### config.mk
export PLATFORM = sky130hd
export DESIGN_NAME = p4_router_queue_state_flat
export DESIGN_NICKNAME = d
export VERILOG_FILES = /design/src/rtl/p4_router_queue_state_if.sv /design/src/rtl/p4_router_queue_state.sv /design/src/flat_wrapper.sv
export SDC_FILE = /design/constraint.sdc
export NUM_CORES = 2
export LEC_CHECK = 0
export ABC_AREA = 0
export BUFFER_PORTS_ARGS = -buffer_cell sky130_fd_sc_hd__buf_4
export CORE_AREA = 2 2 647 649
export DETAILED_ROUTE_END_ITERATION = 8
export DIE_AREA = 0 0 649 651
export SLEW_MARGIN = 20
export SYNTH_ARGS = -nofsm -noshare
export SYNTH_HDL_FRONTEND = slang
export SYNTH_SLANG_ARGS = --single-unit
export TNS_END_PERCENT = 20
### constraint.sdc
create_clock -name clk -period 6.7 [get_ports clk]
set_clock_uncertainty 0.1 [all_clocks]
set_input_delay 1.005 -clock clk [delete_from_list [all_inputs] [get_ports clk]]
set_output_delay 1.005 -clock clk [all_outputs]
set_load 0.01 [all_outputs]
### src/rtl/p4_router_queue_state_if.sv
// Enqueue / dequeue-request / notification bundle for the egress queue-state block.
// "slave" is the queue-state side; "master" is the enqueue stage plus scheduler.
interface p4_router_queue_state_if #(
    parameter int NUM_EGR_PORTS           = 4,
    parameter int NUM_QUEUES_PER_EGR_PORT = 8,
    parameter int MTU_BYTES               = 2000,
    parameter int DATA_BYTES              = 64
);
    localparam int NUM_QUEUES = NUM_EGR_PORTS * NUM_QUEUES_PER_EGR_PORT;
    localparam int QID_W      = $clog2(NUM_EGR_PORTS) + $clog2(NUM_QUEUES_PER_EGR_PORT);
    localparam int MAX_WORDS  = (MTU_BYTES + DATA_BYTES - 1) / DATA_BYTES;
    localparam int LEN_W      = $clog2(MAX_WORDS + 1);

    logic                   enq_tvalid;
    logic                   enq_tready;
    logic [QID_W+LEN_W-1:0] enq_tdata;
    logic [NUM_QUEUES-1:0]  queue_empty;
    logic [NUM_QUEUES-1:0]  queue_full;
    logic                   deq_req_tvalid;
    logic [QID_W-1:0]       deq_req_tdata;
    logic                   deq_ntf_tvalid;
    logic                   deq_ntf_tlast;
    logic [LEN_W-1:0]       deq_ntf_tdata;
    logic [QID_W-1:0]       deq_ntf_tuser;
    logic                   drop_err;
    logic                   underflow_err;

    modport master (
        output enq_tvalid, enq_tdata, deq_req_tvalid, deq_req_tdata,
        input  enq_tready, queue_empty, queue_full,
        input  deq_ntf_tvalid, deq_ntf_tlast, deq_ntf_tdata, deq_ntf_tuser,
        input  drop_err, underflow_err
    );

    modport slave (
        input  enq_tvalid, enq_tdata, deq_req_tvalid, deq_req_tdata,
        output enq_tready, queue_empty, queue_full,
        output deq_ntf_tvalid, deq_ntf_tlast, deq_ntf_tdata, deq_ntf_tuser,
        output drop_err, underflow_err
    );
endinterface

### src/rtl/p4_router_queue_state.sv
// Per-queue descriptor FIFOs with head word tracking, feeding a fixed-latency
// dequeue notification pipe back to the scheduler.
module p4_rqs_queue #(
    parameter int DESC_DEPTH = 16,
    parameter int LEN_W      = 6
) (
    input  logic             clk,
    input  logic             srst,
    input  logic             push,
    input  logic [LEN_W-1:0] push_len,
    input  logic             pop,
    output logic             empty,
    output logic             full,
    output logic [LEN_W-1:0] head_idx,
    output logic             head_last
);
    localparam int PTR_W = $clog2(DESC_DEPTH);
    localparam int CNT_W = PTR_W + 1;

    logic [LEN_W-1:0] mem [DESC_DEPTH];
    logic [PTR_W-1:0] rd_ptr, wr_ptr;
    logic [CNT_W-1:0] count, count_nxt;

    assign head_last = (head_idx == mem[rd_ptr] - LEN_W'(1));

    always_comb begin
        count_nxt = count;
        case ({push, pop && head_last})
            2'b10:   count_nxt = count + CNT_W'(1);
            2'b01:   count_nxt = count - CNT_W'(1);
            default: count_nxt = count;
        endcase
    end

    always_ff @(posedge clk) begin
        if (push) mem[wr_ptr] <= push_len;
    end

    always_ff @(posedge clk) begin
        if (srst) begin
            rd_ptr   <= '0;
            wr_ptr   <= '0;
            count    <= '0;
            head_idx <= '0;
            empty    <= 1'b1;
            full     <= 1'b0;
        end else begin
            if (push) wr_ptr <= wr_ptr + PTR_W'(1);
            if (pop) begin
                if (head_last) begin
                    head_idx <= '0;
                    rd_ptr   <= rd_ptr + PTR_W'(1);
                end else begin
                    head_idx <= head_idx + LEN_W'(1);
                end
            end
            count <= count_nxt;
            // flags lag the commit by one cycle; callers gate on the registered view
            empty <= (count_nxt == '0);
            full  <= (count_nxt == CNT_W'(DESC_DEPTH));
        end
    end
endmodule

module p4_router_queue_state #(
    parameter int NUM_EGR_PORTS           = 4,
    parameter int NUM_QUEUES_PER_EGR_PORT = 8,
    parameter int DESC_DEPTH              = 16,
    parameter int MTU_BYTES               = 2000,
    parameter int DATA_BYTES              = 64,
    parameter int DQ_LATENCY              = 3
) (
    input logic                    clk,
    input logic                    srst,
    p4_router_queue_state_if.slave qs
);
    localparam int NUM_QUEUES = NUM_EGR_PORTS * NUM_QUEUES_PER_EGR_PORT;
    localparam int QID_W      = $clog2(NUM_EGR_PORTS) + $clog2(NUM_QUEUES_PER_EGR_PORT);
    localparam int MAX_WORDS  = (MTU_BYTES + DATA_BYTES - 1) / DATA_BYTES;
    localparam int LEN_W      = $clog2(MAX_WORDS + 1);
    localparam logic [QID_W:0]   NQ_LIM  = (QID_W+1)'(NUM_QUEUES);
    localparam logic [LEN_W-1:0] MAX_LEN = LEN_W'(MAX_WORDS);

    typedef struct packed {
        logic             last;
        logic [LEN_W-1:0] idx;
        logic [QID_W-1:0] qid;
    } ntf_t;

    logic [QID_W-1:0] enq_qid, req_qid;
    logic [LEN_W-1:0] enq_len;
    logic             enq_ok, req_ok;
    logic             drop_q, under_q;

    logic [NUM_QUEUES-1:0]            push, pop, q_empty, q_full, q_last;
    logic [NUM_QUEUES-1:0][LEN_W-1:0] q_head;

    logic [DQ_LATENCY:1] vld_pipe;
    ntf_t                ntf_pipe [DQ_LATENCY:1];
    ntf_t                ntf_in;

    assign enq_qid = qs.enq_tdata[QID_W+LEN_W-1:LEN_W];
    assign enq_len = qs.enq_tdata[LEN_W-1:0];
    assign req_qid = qs.deq_req_tdata;

    // both sides judge against the registered flags, so same-cycle push/pop never overflow
    assign enq_ok = qs.enq_tvalid && ({1'b0, enq_qid} < NQ_LIM) && (enq_len != '0)
                    && (enq_len <= MAX_LEN) && !q_full[enq_qid];
    assign req_ok = qs.deq_req_tvalid && ({1'b0, req_qid} < NQ_LIM) && !q_empty[req_qid];

    for (genvar q = 0; q < NUM_QUEUES; q++) begin : g_q
        assign push[q] = enq_ok && (enq_qid == QID_W'(q));
        assign pop[q]  = req_ok && (req_qid == QID_W'(q));

        p4_rqs_queue #(.DESC_DEPTH(DESC_DEPTH), .LEN_W(LEN_W)) u_queue (
            .clk       (clk),
            .srst      (srst),
            .push      (push[q]),
            .push_len  (enq_len),
            .pop       (pop[q]),
            .empty     (q_empty[q]),
            .full      (q_full[q]),
            .head_idx  (q_head[q]),
            .head_last (q_last[q])
        );
    end

    assign ntf_in = '{last: q_last[req_qid], idx: q_head[req_qid], qid: req_qid};

    always_ff @(posedge clk) begin
        if (srst) begin
            vld_pipe <= '0;
            for (int s = 1; s <= DQ_LATENCY; s++) ntf_pipe[s] <= '0;
            drop_q   <= 1'b0;
            under_q  <= 1'b0;
        end else begin
            vld_pipe[1] <= req_ok;
            ntf_pipe[1] <= req_ok ? ntf_in : '0;
            for (int s = 2; s <= DQ_LATENCY; s++) begin
                vld_pipe[s] <= vld_pipe[s-1];
                ntf_pipe[s] <= ntf_pipe[s-1];
            end
            drop_q  <= qs.enq_tvalid && !enq_ok;
            under_q <= qs.deq_req_tvalid && !req_ok;
        end
    end

    assign qs.enq_tready     = 1'b1;
    assign qs.queue_empty    = q_empty;
    assign qs.queue_full     = q_full;
    assign qs.deq_ntf_tvalid = vld_pipe[DQ_LATENCY];
    assign qs.deq_ntf_tlast  = ntf_pipe[DQ_LATENCY].last;
    assign qs.deq_ntf_tdata  = ntf_pipe[DQ_LATENCY].idx;
    assign qs.deq_ntf_tuser  = ntf_pipe[DQ_LATENCY].qid;
    assign qs.drop_err       = drop_q;
    assign qs.underflow_err  = under_q;
endmodule

### src/flat_wrapper.sv
// flat-port wrapper written by rule: the top's interface ports become plain ports
module p4_router_queue_state_flat 
#(
    parameter int NUM_EGR_PORTS           = 4,
    parameter int NUM_QUEUES_PER_EGR_PORT = 8,
    parameter int DESC_DEPTH              = 16,
    parameter int MTU_BYTES               = 2000,
    parameter int DATA_BYTES              = 64,
    parameter int DQ_LATENCY              = 3
)
  (clk, srst, qs_enq_tvalid, qs_enq_tdata, qs_deq_req_tvalid, qs_deq_req_tdata, qs_enq_tready, qs_queue_empty, qs_queue_full, qs_deq_ntf_tvalid, qs_deq_ntf_tlast, qs_deq_ntf_tdata, qs_deq_ntf_tuser, qs_drop_err, qs_underflow_err);
  p4_router_queue_state_if #(.NUM_EGR_PORTS(NUM_EGR_PORTS), .NUM_QUEUES_PER_EGR_PORT(NUM_QUEUES_PER_EGR_PORT), .MTU_BYTES(MTU_BYTES), .DATA_BYTES(DATA_BYTES)) qs_i ();
  input logic clk;
  input logic srst;
  input wire logic [$bits(qs_i.enq_tvalid)-1:0] qs_enq_tvalid;
  input wire logic [$bits(qs_i.enq_tdata)-1:0] qs_enq_tdata;
  input wire logic [$bits(qs_i.deq_req_tvalid)-1:0] qs_deq_req_tvalid;
  input wire logic [$bits(qs_i.deq_req_tdata)-1:0] qs_deq_req_tdata;
  output wire logic [$bits(qs_i.enq_tready)-1:0] qs_enq_tready;
  output wire logic [$bits(qs_i.queue_empty)-1:0] qs_queue_empty;
  output wire logic [$bits(qs_i.queue_full)-1:0] qs_queue_full;
  output wire logic [$bits(qs_i.deq_ntf_tvalid)-1:0] qs_deq_ntf_tvalid;
  output wire logic [$bits(qs_i.deq_ntf_tlast)-1:0] qs_deq_ntf_tlast;
  output wire logic [$bits(qs_i.deq_ntf_tdata)-1:0] qs_deq_ntf_tdata;
  output wire logic [$bits(qs_i.deq_ntf_tuser)-1:0] qs_deq_ntf_tuser;
  output wire logic [$bits(qs_i.drop_err)-1:0] qs_drop_err;
  output wire logic [$bits(qs_i.underflow_err)-1:0] qs_underflow_err;
  assign qs_i.enq_tvalid = qs_enq_tvalid;
  assign qs_i.enq_tdata = qs_enq_tdata;
  assign qs_i.deq_req_tvalid = qs_deq_req_tvalid;
  assign qs_i.deq_req_tdata = qs_deq_req_tdata;
  assign qs_enq_tready = qs_i.enq_tready;
  assign qs_queue_empty = qs_i.queue_empty;
  assign qs_queue_full = qs_i.queue_full;
  assign qs_deq_ntf_tvalid = qs_i.deq_ntf_tvalid;
  assign qs_deq_ntf_tlast = qs_i.deq_ntf_tlast;
  assign qs_deq_ntf_tdata = qs_i.deq_ntf_tdata;
  assign qs_deq_ntf_tuser = qs_i.deq_ntf_tuser;
  assign qs_drop_err = qs_i.drop_err;
  assign qs_underflow_err = qs_i.underflow_err;
  p4_router_queue_state #(.NUM_EGR_PORTS(NUM_EGR_PORTS), .NUM_QUEUES_PER_EGR_PORT(NUM_QUEUES_PER_EGR_PORT), .DESC_DEPTH(DESC_DEPTH), .MTU_BYTES(MTU_BYTES), .DATA_BYTES(DATA_BYTES), .DQ_LATENCY(DQ_LATENCY)) u_core (.clk(clk), .srst(srst), .qs(qs_i));
endmodule
After elaboration in Yosys (flattened, before gate mapping)
Memories as Yosys holds them, arrays and structs flattened. A register that Yosys moved wholly into a read port is not among the register bits.
Cells that the tools add are included.
{"block": "classes", "mux": 207, "n_lt_le_gt_ge": 3, "n_addsub": 192, "n_shift": 0, "bitwise": 3, "eq_ne": 190, "n_mul": 0, "n_reduce_logical": 173, "n_div": 0}
{"cell": "5-bit equality test (second input constant)", "count": 64}
{"cell": "5-bit case mux with 2 select lines", "count": 32}
{"cell": "4-bit by 1-bit adder with 4-bit output (second input constant)", "count": 64}
{"cell": "4-bit 2-to-1 mux", "count": 64}
{"cell": "6-bit 2-to-1 mux", "count": 33}
{"cell": "6-bit by 1-bit adder with 6-bit output (second input constant)", "count": 32}
{"cell": "6-bit equality test", "count": 32}
{"cell": "6-bit by 1-bit subtractor with 6-bit output (second input constant)", "count": 32}
{"cell": "5-bit logical NOT", "count": 34}
{"cell": "5-bit by 1-bit adder with 5-bit output (second input constant)", "count": 32}
{"cell": "5-bit by 1-bit subtractor with 5-bit output (second input constant)", "count": 32}
{"cell": "1-bit logical AND", "count": 102}
{"cell": "5-bit by 4-bit equality test with 1-bit output (second input constant)", "count": 16}
{"cell": "1-bit 2-to-1 mux", "count": 70}
{"cell": "2-bit by 1-bit equality test with 1-bit output (second input constant)", "count": 32}
{"cell": "2-bit equality test (second input constant)", "count": 32}
{"cell": "2-bit AND reduction", "count": 32}
{"cell": "12-bit 2-to-1 mux", "count": 4}
{"cell": "5-bit by 3-bit equality test with 1-bit output (second input constant)", "count": 8}
{"cell": "6-bit binary-select mux with 5-bit select", "count": 1}
{"cell": "5-bit by 2-bit equality test with 1-bit output (second input constant)", "count": 4}
{"cell": "1-bit binary-select mux with 5-bit select", "count": 3}
{"cell": "5-bit by 6-bit less-than comparator with 1-bit output (second input constant)", "count": 2}
{"cell": "5-bit by 1-bit equality test with 1-bit output (second input constant)", "count": 2}
{"cell": "4 further kinds", "count": 9}
{"block": "word_totals", "mem_bits_ro": 0, "word_cells": 996, "in_bits": 20, "ramBits": 3108, "latchBits": 0, "memories": 33, "ff_bits": 677}
{"name": "u_core.g_q[0].u_queue.mem", "depth": 16, "word_bits": 6, "read_ports": 1, "rd_clocked_by_memory_dff": 1, "write_ports": 1, "line_no": "p4_router_queue_state.sv:20", "rtl": "logic [LEN_W-1:0] mem [DESC_DEPTH];"}
{"name": "u_core.g_q[10].u_queue.mem", "depth": 16, "word_bits": 6, "read_ports": 1, "rd_clocked_by_memory_dff": 1, "write_ports": 1, "line_no": "p4_router_queue_state.sv:20"}
{"name": "u_core.g_q[11].u_queue.mem", "depth": 16, "word_bits": 6, "read_ports": 1, "rd_clocked_by_memory_dff": 1, "write_ports": 1, "line_no": "p4_router_queue_state.sv:20"}
{"name": "u_core.g_q[12].u_queue.mem", "depth": 16, "word_bits": 6, "read_ports": 1, "rd_clocked_by_memory_dff": 1, "write_ports": 1, "line_no": "p4_router_queue_state.sv:20"}
{"name": "u_core.g_q[13].u_queue.mem", "depth": 16, "word_bits": 6, "read_ports": 1, "rd_clocked_by_memory_dff": 1, "write_ports": 1, "line_no": "p4_router_queue_state.sv:20"}
{"name": "u_core.g_q[14].u_queue.mem", "depth": 16, "word_bits": 6, "read_ports": 1, "rd_clocked_by_memory_dff": 1, "write_ports": 1, "line_no": "p4_router_queue_state.sv:20"}
{"name": "+27 memories"}

Depth between registers and ports, before layout
{"block": "depth", "word_depth": 9, "depth_mapped": 27, "ltp_nobuf": 25}

Cells and area by module
Synthesis repeated with hierarchy kept, for this count alone.
{"block": "unflattened", "cells_unflattened": 11031, "area_unflattened_um2": 171218.0}
{"module": "p4_rqs_queue (u_core.g_q[0].u_queue ...)", "area_each_um2": 5218.8, "instances": 17, "cells_per_inst": 330}
{"module": "p4_rqs_queue (u_core.g_q[27].u_queue ...)", "area_each_um2": 5228.8, "instances": 8, "cells_per_inst": 339}
{"module": "p4_rqs_queue (u_core.g_q[6].u_queue ...)", "area_each_um2": 5226.3, "instances": 4, "cells_per_inst": 329}
{"module": "p4_rqs_queue (u_core.g_q[5].u_queue)", "area_each_um2": 5232.5, "instances": 1, "cells_per_inst": 327}
{"module": "p4_rqs_queue (u_core.g_q[26].u_queue)", "area_each_um2": 5216.3, "instances": 1, "cells_per_inst": 339}
{"module": "p4_rqs_queue (u_core.g_q[16].u_queue)", "area_each_um2": 5198.7, "instances": 1, "cells_per_inst": 332}
{"module": "p4_router_queue_state", "area_each_um2": 4116.4, "instances": 1, "cells_per_inst": 395}

Least setup slack after synthesis
Ideal clock, no wire load.
{"block": "synth_timing", "path_kind": "input-to-reg", "from": "in qs_deq_req_tdata[0]", "to": "reg u_core.g_q[26].u_queue.empty", "n_path_buf": 3, "setup_slack_ns": 1.091, "setup_ns": 0.070, "path_stages": 22, "arrival_time_ns": 5.439, "cell_sequence": "clkbuf_1 -> clkbuf_1 -> mux4_2 -> mux4_2 -> nor2b_1 -> nand2_1 -> nor2_1 -> nand2_1 -> inv_1 -> nand2_1 -> inv_1 -> ha_1 -> clkbuf_1 -> xor2_1 -> ha_1 -> nor2b_1 -> a22oi_1 -> o32a_1 -> nor2_1 -> xnor2_1 -> nor2_1 -> a21oi_1"}
{"block": "synth_between", "elab_chain_cells": 9, "elab_cells_between_ends": 11, "classes_between": "eq/ne (3); mux (3); reduce/logical (5)"}
{"item": "start: declaration", "line_no": "flat_wrapper.sv:18", "rtl": "input wire logic [$bits(qs_i.deq_req_tdata)-1:0] qs_deq_req_tdata;"}
{"item": "1-bit binary-select mux with 5-bit select", "line_no": "p4_router_queue_state.sv:109", "rtl": "assign req_ok = qs.deq_req_tvalid && ({1'b0, req_qid} < NQ_LIM) && !q_empty[req_qid];"}
{"item": "1-bit 2-to-1 mux (not written as such)", "line_no": "p4_router_queue_state.sv:109"}
{"item": "1-bit logical NOT", "line_no": "p4_router_queue_state.sv:109"}
{"item": "1-bit logical AND", "line_no": "p4_router_queue_state.sv:109"}
{"item": "1-bit logical AND *", "line_no": "p4_router_queue_state.sv:113", "rtl": "assign pop[q] = req_ok && (req_qid == QID_W'(q));"}
{"item": "1-bit logical AND *", "line_no": "p4_router_queue_state.sv:28", "rtl": "case ({push, pop && head_last})"}
{"item": "2-bit by 1-bit equality test with 1-bit output or 2-bit equality test (tied branches)", "line_no": "p4_router_queue_state.sv:28"}
{"item": "5-bit case mux with 2 select lines *", "line_no": "p4_router_queue_state.sv:28"}
{"item": "5-bit logical NOT *", "line_no": "p4_router_queue_state.sv:59", "rtl": "empty <= (count_nxt == '0);"}
{"item": "end signal: assignment", "line_no": "p4_router_queue_state.sv:59"}
{"item": "end: declaration", "line_no": "p4_router_queue_state.sv:12", "rtl": "output logic empty,"}
Every way passes the cells marked *; elsewhere a longest branch is shown, timed or not. The select of a mux whose other input is x is not followed.
A chain may end at the register's enable or synchronous reset.

Final worst setup path
{"block": "layout_timing", "from": "in qs_enq_tdata[4]", "to": "reg u_core.g_q[1].u_queue.empty"}
{"block": "layout_between", "elab_chain_cells": 8, "elab_cells_between_ends": 10, "classes_between": "order compare (1); eq/ne (2); mux (1); reduce/logical (6)"}
{"item": "start: declaration", "line_no": "flat_wrapper.sv:16", "rtl": "input wire logic [$bits(qs_i.enq_tdata)-1:0] qs_enq_tdata;"}
{"item": "branches (longest 2 deep; another with 6-bit <= comparator)"}
{"item": "1-bit logical AND * (2 in a row)", "line_no": "p4_router_queue_state.sv:108", "rtl": "&& (enq_len <= MAX_LEN) && !q_full[enq_qid];"}
{"item": "1-bit logical AND *", "line_no": "p4_router_queue_state.sv:112", "rtl": "assign push[q] = enq_ok && (enq_qid == QID_W'(q));"}
{"item": "2-bit by 1-bit equality test with 1-bit output or 2-bit equality test (tied branches)", "line_no": "p4_router_queue_state.sv:28"}
{"item": "5-bit case mux with 2 select lines *", "line_no": "p4_router_queue_state.sv:28"}
{"item": "5-bit logical NOT *", "line_no": "p4_router_queue_state.sv:59"}
{"item": "end signal: assignment", "line_no": "p4_router_queue_state.sv:59"}
{"item": "end: declaration", "line_no": "p4_router_queue_state.sv:12"}
Every way passes the cells marked *.

==> results.sh <==
export IMPL_power_frac_clock=0.462
export IMPL_cts_buffers_inserted=407
export IMPL_holdPathEnd="u_core.g_q[31].u_queue.mem[11][0]$_DFFE_PP_"
export IMPL_reg2reg_slack_ns=0.67
export IMPL_clk_latency_ns=1.00
export IMPL_holdPathStages=1
export IMPL_status="finished, violations left"
export IMPL_reg2reg_depth=18
export IMPL_syn_area_per_cell_um2=15.5
export IMPL_hold_viol_final=0
export IMPL_die_x_um=649
export IMPL_r2r_start="u_core.g_q[0].u_queue.full$_SDFF_PP0_"
export IMPL_via_count=92300
export IMPL_min_period_ns=6.23
export IMPL_placement_io_buffers=98
export IMPL_path_clk_slew_ns=0.06
export IMPL_synth_top_family_by_area="multiplexers"
export IMPL_hpwlAfterDp_um=278000
export IMPL_relSlewSlack=0.153
export IMPL_dieHeight_um=651
export IMPL_antenna_found_initial=31
export IMPL_synth_area_mux_share=0.142
export IMPL_wl_per_cell_um=24.4
export IMPL_drive_gt1_frac=0.180
export IMPL_synth_ff_type="edfxtp_1"
export IMPL_grt_max_degree=192
export IMPL_cp_start_kind="input pin"
export IMPL_drt_iter0_drc=9229
export IMPL_track_usage=0.189
export IMPL_place_congestion=0.883
export IMPL_ys_seq_area_frac=0.659
export IMPL_slew_violations=0
export IMPL_cts_resized=0
export IMPL_cp_max_fo=42
export IMPL_grt_overflow=0
export IMPL_cts_root_buf="clkbuf_16"
export IMPL_cts_max_level=5
export IMPL_postRouteAntennaNets=1
export IMPL_start_util=0.398
export IMPL_drc=0
export IMPL_fin_nets=11200
export IMPL_yosys_area_share_simple=0.0839
export IMPL_synth_edf_count=3072
export IMPL_vias_per_cell=5.52
export IMPL_max_clock_freq_mhz=160
export IMPL_leakage_nw=59.7
export IMPL_layout_common_cells="edfxtp_1 (3072), nor2_1 (1152), mux4_2 (901)"
export IMPL_cts_tree="done"
export IMPL_r2r_end="u_core.g_q[1].u_queue.empty$_SDFF_PP1_"
export IMPL_final_common_cell="edfxtp_1"
export IMPL_seqPwrFrac=0.525
export IMPL_ctsHoldBuffers=0
export IMPL_cap_violations=0
export IMPL_crit_arrival_ns=7.04
export IMPL_cp_end_kind="flip-flop"
export IMPL_fin_ws_ns=0.468
export IMPL_synth_cell_types=99
export IMPL_pre_cts_ws_ns=-0.391
export IMPL_drtPass1Iterations=9
export IMPL_cts_buffer_depth=4
export IMPL_rsz0062_at_grt="false"
export IMPL_power_mw=49.9
export IMPL_grt_pass1_wl_um=608000
export IMPL_clock_sinks=3913
export IMPL_syn_area_mm2=0.165
export IMPL_yosysWarnings=0
export IMPL_synthCells=10700
export IMPL_hp_class="input pin to flip-flop"
export IMPL_grt_pass1_vias=92700
export IMPL_coreArea_mm2=0.415
export IMPL_worstHoldStart="qs_enq_tdata[0]"
export IMPL_syn_to_final_growth_pct=12.8
export IMPL_p_switching_mw=10.2
export IMPL_fin_crit_sh=0.930
export IMPL_p_int_mw=39.6
export IMPL_synth_compound_area_share=0.0322
export IMPL_vdd_drop_max_uv=210
export IMPL_criticalPathCategory="input pin to flip-flop"
export IMPL_ys_async_sr_fraction=0
export IMPL_synth_nets=11000
export IMPL_finalSetupViolCount=0
export IMPL_std_cell_rows=237
export IMPL_required_ns=7.51
export IMPL_die_area_mm2=0.422
export IMPL_io_pins=100
export IMPL_postRouteWirelength_um=408000
export IMPL_power_density_mw_per_mm2=267
export IMPL_synth_adder_area_share=0.0242
export IMPL_cts_setup_buffers=0
export IMPL_ys_ff_latch=3913
export IMPL_violations="antenna violations"
export IMPL_pwr_share_comb=0.014
export IMPL_power_switching_share=0.205
export IMPL_synthXorXnorAreaFrac=0.0348
export IMPL_worstMarginPinSlew_ns=1.26
## stage by stage
stage	hold WS, ns	cell area (um2)	setup TNS, ns	utilization	instances
6_report	0.149	187000	0	0.449	16700
3_5_place_dp	0.340	173000	-1.41	0.415	15900
5_1_grt	0.106	187000	0	0.449	16700
3_3_place_gp	0.345	172000	-0.372	0.415	15900
2_1_floorplan	0.314	165000	0	-	10700
4_1_cts	0.0892	186000	0	0.448	16700
## cell type report
class	instances	area [um2]
well taps	5497	6880
diodes	28	70.1
inverters	289	1090
flip-flops and latches	3913	109000
clock buffers	542	11200
multi-input cells	5873	52800
repair buffers	367	2950
clock inverters	222	2510
fillers	35500	229000
## registers in the layout, indices dropped and copies added (netlist names), named ones only
signal                       cells
u_core.g_q.u_queue.empty        32
u_core.g_q.u_queue.mem        3072
u_core.ntf_pipe                 36
u_core.g_q.u_queue.full         32
u_core.vld_pipe                  3
u_core.qs.drop_err               1
u_core.g_q.u_queue.count       160
u_core.qs.underflow_err          1
u_core.g_q.u_queue.rd_ptr      128
u_core.g_q.u_queue.wr_ptr      128
u_core.g_q.u_queue.head_idx    192
## power groups by stage
| stage | registers [mW] | clock network, mW | logic [mW] |
|---|---|---|---|
| after global placement | 26.7 | 0 | 0.665 |
| after detailed placement | 26.7 | 0 | 0.693 |
| after floorplan | 26.7 | 0 | 0.189 |
| final | 26.2 | 23.0 | 0.682 |
| after global routing | 26.2 | 24.4 | 0.734 |
| after CTS | 26.2 | 23.5 | 0.693 |
## synthesized netlist by cell type (21+ instances only)
cell / number / area, um2
nor4_1: 93 / 582
edfxtp_1: 3072 / 92200
o211ai_1: 38 / 285
nor2b_1: 142 / 888
xnor2_1: 314 / 2750
a211oi_1: 35 / 263
mux2_2: 27 / 304
a31oi_1: 21 / 131
a21oi_1: 322 / 1610
buf_2: 88 / 440
nor3b_1: 72 / 541
and3_1: 38 / 238
clkbuf_1: 376 / 1410
dfxtp_1: 841 / 16800
ha_1: 320 / 4000
mux4_2: 901 / 20300
a22o_1: 32 / 280
nor2_1: 1152 / 4320
nand3b_1: 27 / 203
a22oi_1: 55 / 413
nand2_1: 454 / 1700
mux2i_1: 282 / 2820
o31ai_1: 33 / 248
nand4_1: 123 / 769
nor3_1: 261 / 1310
nand2b_1: 62 / 388
inv_1: 278 / 1040
buf_1: 66 / 248
and2_1: 102 / 638
nand3_1: 159 / 796
nor4bb_1: 25 / 250
nor4b_1: 35 / 307
xor2_1: 335 / 2930
buf_4: 87 / 653
or3_1: 45 / 282
o21ai_0: 117 / 586
a311oi_1: 24 / 210
## how the worst max path moves through the flow
stage                              startpoint                                       to  slack [ns]
after global routing                flip-flop  u_core.g_q[15].u_queue.empty$_SDFF_PP1_        0.24
after floorplan           qs_deq_req_tdata[0]  u_core.g_q[26].u_queue.empty$_SDFF_PP1_        1.09
after detailed placement      qs_enq_tdata[4]   u_core.g_q[1].u_queue.empty$_SDFF_PP1_       -0.39
after global placement        qs_enq_tdata[4]   u_core.g_q[1].u_queue.empty$_SDFF_PP1_       -0.16
after CTS                     qs_enq_tdata[4]   u_core.g_q[1].u_queue.empty$_SDFF_PP1_        0.65
final                         qs_enq_tdata[4]   u_core.g_q[1].u_queue.empty$_SDFF_PP1_        0.47
## metal layers
layer  GRT usage  share of wire
met1       0.254           0.42
met2       0.308           0.47
met3      0.0299          0.059
met4      0.0725          0.043
met5           0        0.00010
## worst max-delay path, stage by stage
cell      delay (ns)
buf_8           0.14
or4_1           0.61
nor2_1          0.32
xnor2_1         0.38
nand2_1         0.30
nor3_1          0.58
nand3b_1        0.54
nor3_1          0.76
buf_4           0.32
inv_2           0.11
ha_1            0.28
xor2_1          0.21
ha_1            0.23
nor4b_1         0.33
a21oi_1         0.08
nor2_1          0.10
a21oi_1         0.04
nor2_1          0.13
xnor2_1         0.16
nor2_1          0.08
a21oi_1         0.12
## cell families after synthesis
logic type,count (synthesis)
DFF,3913
AOI/OAI and AO/OA,817
and+or+nand+nor,2869
buffers and inverters,907
muxes,1214
xor gates and xnor gates,652
other,1
adders and majority gates,320
Power figures use the tool's default switching activity.
